## src/rtl/plab5_mcore_mem_net_req_queued.sv

```systemverilog
// Registered memory-request-to-network adapter for one core port.
// Picks a destination bank from programmable address boundaries, rewrites
// the opaque field with the source id, tags the domain bit, drops requests
// that touch the secure region from a normal-domain requester (reporting
// them on err_*), and queues accepted requests in a small FIFO that feeds
// the request network.
//
// Handshakes (in_* and out_*): a transfer happens on a rising clk edge where
// val and rdy are both high. val never waits on rdy. Once out_val is raised,
// out_val and its payload (out_ctrl/out_data) hold steady until the transfer.
module plab5_mcore_mem_net_req_queued #(
  parameter int p_net_src           = 0,
  parameter int p_num_banks         = 2,
  parameter int p_mem_opaque_nbits  = 8,
  parameter int p_mem_addr_nbits    = 32,
  parameter int p_mem_data_nbits    = 32,
  parameter int p_net_opaque_nbits  = 4,
  parameter int p_net_srcdest_nbits = 3,
  parameter int p_inst_split        = 32'h4000,
  parameter int p_data_split        = 32'hc000,
  parameter int p_bank_shift        = 14,
  parameter int p_secure_base       = 32'h10000,
  parameter int p_check_en          = 1,
  parameter int p_depth             = 2,
  localparam int c_len_nbits = $clog2(p_mem_data_nbits/8),
  localparam int c_in_nbits  = 3 + p_mem_opaque_nbits + p_mem_addr_nbits + c_len_nbits,
  localparam int c_out_nbits = 2*p_net_srcdest_nbits + p_net_opaque_nbits + c_in_nbits + 1
) (
  input  logic                        clk,
  input  logic                        reset,
  input  logic                        mode,
  input  logic                        domain,
  input  logic                        in_val,
  output logic                        in_rdy,
  input  logic [c_in_nbits-1:0]       in_ctrl,
  input  logic [p_mem_data_nbits-1:0] in_data,
  output logic                        out_val,
  input  logic                        out_rdy,
  output logic [c_out_nbits-1:0]      out_ctrl,
  output logic [p_mem_data_nbits-1:0] out_data,
  output logic                        err_val,
  output logic [p_mem_addr_nbits-1:0] err_addr,
  output logic [7:0]                  err_count
);

  localparam int c_ma        = p_mem_addr_nbits;
  localparam int c_mo        = p_mem_opaque_nbits;
  localparam int c_ns        = p_net_srcdest_nbits;
  localparam int c_ptr_nbits = (p_depth > 1) ? $clog2(p_depth) : 1;
  localparam int c_cnt_nbits = c_ptr_nbits + 1;

  localparam logic [c_ma-1:0]        c_inst_split  = c_ma'(p_inst_split);
  localparam logic [c_ma-1:0]        c_data_split  = c_ma'(p_data_split);
  localparam logic [c_ma-1:0]        c_secure_base = c_ma'(p_secure_base);
  localparam logic [c_ma-1:0]        c_last_bank   = c_ma'(p_num_banks - 1);
  localparam logic [c_ns-1:0]        c_src         = c_ns'(p_net_src);
  localparam logic [c_cnt_nbits-1:0] c_depth       = c_cnt_nbits'(p_depth);

  // Request fields, MSB first: {type, opaque, addr, len}
  logic [2:0]             req_type;
  logic [c_mo-1:0]        req_opaque;
  logic [c_ma-1:0]        req_addr;
  logic [c_len_nbits-1:0] req_len;

  assign req_len    = in_ctrl[c_len_nbits-1:0];
  assign req_addr   = in_ctrl[c_len_nbits +: c_ma];
  assign req_opaque = in_ctrl[c_len_nbits + c_ma +: c_mo];
  assign req_type   = in_ctrl[c_len_nbits + c_ma + c_mo +: 3];

  logic [c_ma-1:0] boundary;
  logic [c_ma-1:0] stripe;
  logic [c_ma-1:0] dest_wide;
  logic [c_ns-1:0] dest;

  assign boundary = mode ? c_data_split : c_inst_split;
  assign stripe   = (req_addr - boundary) >> p_bank_shift;
  assign dest     = dest_wide[c_ns-1:0];

  // Bank select: bank 0 below the split, then one bank per stripe, with the
  // last bank absorbing everything above.
  always_comb begin
    dest_wide = '0;
    if (p_num_banks > 1 && req_addr >= boundary) begin
      if (stripe >= c_last_bank) dest_wide = c_last_bank;
      else                       dest_wide = stripe + c_ma'(1);
    end
  end

  logic [c_out_nbits-1:0] net_ctrl;
  assign net_ctrl = {dest, c_src, {p_net_opaque_nbits{1'b0}}, ~c_src[0],
                     req_type, c_src, req_opaque[c_mo-c_ns-1:0], req_addr, req_len};

  logic unused_bits;
  assign unused_bits = ^{dest_wide[c_ma-1:c_ns], req_opaque[c_mo-1:c_mo-c_ns]};

  logic [c_ptr_nbits-1:0] wr_ptr;
  logic [c_ptr_nbits-1:0] rd_ptr;
  logic [c_cnt_nbits-1:0] count;
  logic                   accept;
  logic                   reject;
  logic                   enq;
  logic                   deq;

  // A secure-region hit from the normal domain still completes the handshake
  // so the requester is never stuck; it just never reaches the network.
  assign in_rdy  = reset && (count < c_depth);
  assign accept  = in_val && in_rdy;
  assign reject  = accept && (p_check_en != 0) && !domain && (req_addr >= c_secure_base);
  assign enq     = accept && !reject;
  assign out_val = (count != '0);
  assign deq     = out_val && out_rdy;

  logic [c_out_nbits-1:0]      ctrl_q [p_depth];
  logic [p_mem_data_nbits-1:0] data_q [p_depth];

  // Payload storage; contents are only visible while the entry is counted.
  always_ff @(posedge clk) begin
    if (enq) begin
      ctrl_q[wr_ptr] <= net_ctrl;
      data_q[wr_ptr] <= in_data;
    end
  end

  // FIFO pointers and occupancy; reset flushes every queued entry.
  always_ff @(posedge clk) begin
    if (!reset) begin
      wr_ptr <= '0;
      rd_ptr <= '0;
      count  <= '0;
    end else begin
      if (enq) wr_ptr <= wr_ptr + c_ptr_nbits'(1);
      if (deq) rd_ptr <= rd_ptr + c_ptr_nbits'(1);
      case ({enq, deq})
        2'b10:   count <= count + c_cnt_nbits'(1);
        2'b01:   count <= count - c_cnt_nbits'(1);
        default: count <= count;
      endcase
    end
  end

  assign out_ctrl = out_val ? ctrl_q[rd_ptr] : '0;
  assign out_data = out_val ? data_q[rd_ptr] : '0;

  // Rejection reporting: one-cycle pulse, last address, saturating count.
  always_ff @(posedge clk) begin
    if (!reset) begin
      err_val   <= 1'b0;
      err_addr  <= '0;
      err_count <= '0;
    end else begin
      err_val <= reject;
      if (reject) err_addr <= req_addr;
      if (reject && err_count != 8'hff) err_count <= err_count + 8'd1;
    end
  end

endmodule

```

## config.mk

```make
export PLATFORM = sky130hd
export DESIGN_NAME = plab5_mcore_mem_net_req_queued
export DESIGN_NICKNAME = d
export VERILOG_FILES = /design/src/rtl/plab5_mcore_mem_net_req_queued.sv
export SDC_FILE = /design/constraint.sdc
export NUM_CORES = 1
export LEC_CHECK = 0
export ABC_CLOCK_PERIOD_IN_PS = 15990
export CAP_MARGIN = 20
export CORE_MARGIN = 4
export CORE_UTILIZATION = 52
export DETAILED_ROUTE_END_ITERATION = 8
export GPL_TIMING_DRIVEN = 0
export PLACE_DENSITY = 0.85
export SYNTH_ARGS = -nofsm -noshare
export SYNTH_HDL_FRONTEND = slang
export SYNTH_SLANG_ARGS = --single-unit
```

## constraint.sdc

```tcl
create_clock -name clk -period 15.99 [get_ports clk]
set_input_delay 3.198 -clock clk [delete_from_list [all_inputs] [get_ports clk]]
set_output_delay 3.198 -clock clk [all_outputs]
set_load 0.03 [all_outputs]
```

==> flow_summary_export.csv <==
group,metric,value,unit
run_status,status,"finished clean",
cells_and_area,multiInputGateArea,0.00215,mm²
worst_setup_path,critPathLaunch,"reset",
grt,grt_max_degree,33,
worst_setup_path,r2r_start,"count[1]",
synthesis,ys_types,36,
grt,overflow,0,
grt,grt_pass1_vias,5405,
placement,dp_slack,8.19,ns
sta,min_period,7.81,ns
cells_and_area,seqCellArea,0.00555,mm²
cells_and_area,post-route-util,74.0,%
synthesis,synthMuxAreaShare,10.2,%
worst_setup_path,slowest_delay,0.74,ns
worst_setup_path,cp-endpoint,"in_rdy",
worst_setup_path,path_cells,"clkbuf_1 -> inv_1 -> nor2_1 -> clkdlybuf4s50_1",
synthesis,synth_area,0.00791,mm²
worst_setup_path,cp-start-kind,"primary input",
placement,dp_hpwl,12.9,mm
grt,grt_pass1_wl,28.3,mm
synthesis,synthTopCellsByArea,"edfxtp_1 58%, dfxtp_1 12%, mux2i_1 10%",
worst_setup_path,r2r_setup_slack,13.37,ns
cells_and_area,insertedDiodeCount,0,
route,drcViolationCount,0,
route,wl_per_cell,18.2,µm
floorplanning,dieArea,0.0173,mm²
synthesis,ys_ff_latch,200,
placement,port_buffers,199,
clock_network,ctsHoldBuffers,0,
sta,fin_ws,8.18,ns
clock_network,clockRootBuffer,"clkbuf_16",
cells_and_area,nets,877,
worst_setup_path,crit_type,"primary input to primary output",
cells_and_area,drive_gt1_share,15.7,%
clock_network,clk_path_buf_depth,2,
clock_network,clock_sinks,200,
synthesis,synth_seq_area_share,70.1,%
floorplanning,rows,44,
floorplanning,start_util,53.8,%
worst_setup_path,r2r_cells,7,
route,dr.pass1.iters,4,
synthesis,ys.warnings.count,0,
flow_run,drv_cap,0,
power_and_ir_drop,power.density,154,mW/mm²
sta,drv_slew,0,
worst_setup_path,critPathCaptureType,"primary output",
worst_setup_path,reg2reg_to,"ctrl_q[0][8]",
cells_and_area,fill_cells,914,
power_and_ir_drop,vdd_ir_drop_max,0.0775,mV
sta,fin_worst_skew,0.00963,ns
cells_and_area,layout_commonest_cell,"clkdlybuf4s50_1",
synthesis,synth-simple-area-share,10.3,%
worst_setup_path,critPathSlowestCell,"clkdlybuf4s50_1",
cells_and_area,fin_cells,988,
synthesis,synthXorXnorAreaFrac,0.332,%
floorplanning,core_area,0.0147,mm²
synthesis,synth-compound-area-share,4.90,%
floorplanning,chipHeight,131,µm
route,num_vias,5155,
floorplanning,io_pins,214,
sta,grt_setup_unrepaired,"false",
placement,place.gp.congestion,0.843,
sta,finalHoldViolations,0,
clock_network,cts_buffers,17,
clock_network,postCtsSetupRepairBufs,0,
worst_setup_path,cp_max_fo,10,
cells_and_area,layout_common_cells,"199 x clkdlybuf4s50_1, 154 x edfxtp_1, 81 x mux2i_1",
synthesis,synthAdderAreaFrac,0.474,%
synthesis,syn_inst,556,
clock_network,path_clk_slew,0.07,ns
clock_network,cts_tree,"yes",
sta,worst_pin_slew,0.835,ns
route,drtIter0Drc,255,
clock_network,h-tree-depth,4,
grt,antenna_found_initial,0,
worst_hold_path,hold_class,"flip-flop to flip-flop",
synthesis,synth_top_family_by_area,"simple AND/OR/NAND/NOR gates",
route,vias_per_cell,5.22,
floorplanning,die_w,131,µm
synthesis,synth.avg_cell_area,14.2,µm²
sta,tns,0,ns
synthesis,yosysTopAreaCellShare,58.4,%
cells_and_area,area_delta_synth_final,37.4,%
sta,fmax,0.128,GHz
clock_network,cts_resized,0,
placement,placed_cells,956,
sta,fin_crit_sh,48.9,%
worst_setup_path,cp.required,12.79,ns
route,wirelength,18.0,mm
synthesis,synth_area_leader_cell,"edfxtp_1",
power_and_ir_drop,power.leakage,3.65,nW
route,ant_nets,0,
worst_setup_path,crit_arrival,4.62,ns
power_and_ir_drop,p_total,1.68,mW
sta,slew_headroom,44.4,%
grt,grtUsageTotal,20.7,%
clock_network,worstSkewPairLatency,0.43,ns
sta,setup_viol,0,
[report_power, final]
part / internal (mW) / switching (mW)
sequential: 0.601 / 0.0136
combinational: 0.249 / 0.390
clock: 0.234 / 0.191
total: 1.08 / 0.594
[kinds of logic (layout without fill, tap and decap cells)]
kind of cell / Yosys count / count (layout)
buffers and inverters: 46 / 281
AND/OR/NAND/NOR: 176 / 176
other: 1 / 14
multiplexers: 81 / 81
AO/OA/AOI/OAI: 46 / 46
flip-flops: 200 / 200
XOR/XNOR: 3 / 3
adder cells (fa/ha/maj): 3 / 3
[sequential cells by signal (all words and copies together) (netlist names), named ones only]
name and count:
wr_ptr 1, err_val 1, data_q 64, count 2
ctrl_q 90, err_count 8, rd_ptr 1, err_addr 32
[Yosys cell counts (all sizes together)]
| cell type | number |
|---|---|
| xor2 | 2 |
| and2 | 3 |
| o31ai | 2 |
| nor4 | 1 |
| inv | 5 |
| or4 | 6 |
| buf | 30 |
| edfxtp | 154 |
| dfxtp | 46 |
| o21ai | 2 |
| a31o | 2 |
| and4bb | 1 |
| a21oi | 37 |
| or3 | 2 |
| nand3 | 5 |
| nor2 | 82 |
| conb | 1 |
| and3 | 3 |
| clkbuf | 11 |
| mux2i | 81 |
| ha | 3 |
| o311a | 1 |
| o41ai | 1 |
| xnor2 | 1 |
| a41o | 1 |
| nand2 | 73 |
[how the worst min path moves through the flow]
stage,startpoint,end,cells after the start
floorplan,wr_ptr,wr_ptr,1
global placement,err_addr[29],err_addr[29],2
detailed placement,err_addr[31],err_addr[31],2
CTS,err_addr[11],err_addr[11],2
global route,err_addr[12],err_addr[12],2
finish,err_addr[11],err_addr[11],2
[routing by layer]
layer | routed length (µm) | global-route usage (%) | share of wire, % | vias to the layer above
met3 | 1310 | 6.57 | 7.3 | 24
met1 | 7320 | 25.0 | 41 | 2504
met5 | 0 | 0 | 0 | -
met2 | 9090 | 35.7 | 51 | 193
met4 | 278 | 6.77 | 1.5 | 0
li1 | - | - | - | 2434
[metrics by stage]
| stage | hold slack (ns) | area [µm²] |
|---|---|---|
| CTS | 0.466 | 10900 |
| detailed placement | 0.452 | 10300 |
| finish | 0.466 | 10900 |
| global placement | 0.452 | 10200 |
| floorplan | 0.450 | 7960 |
| global route | 0.478 | 10900 |
[layout make-up]
cell class,count,share of cell area (%)
tap,184,2.12
inverter,5,0.173
clock inverter,15,1.58
clock buffer,17,3.91
multi-input combinational,323,19.7
timing repair buffer,203,19.1
sequential,200,51.0
buffer,41,2.45
[critical path, delay by kind of cell]
family / cells / cell delay (ns)
simple gates: 1 / 0.27
buf+inv: 3 / 1.15
(Power assumes the default switching activity.)
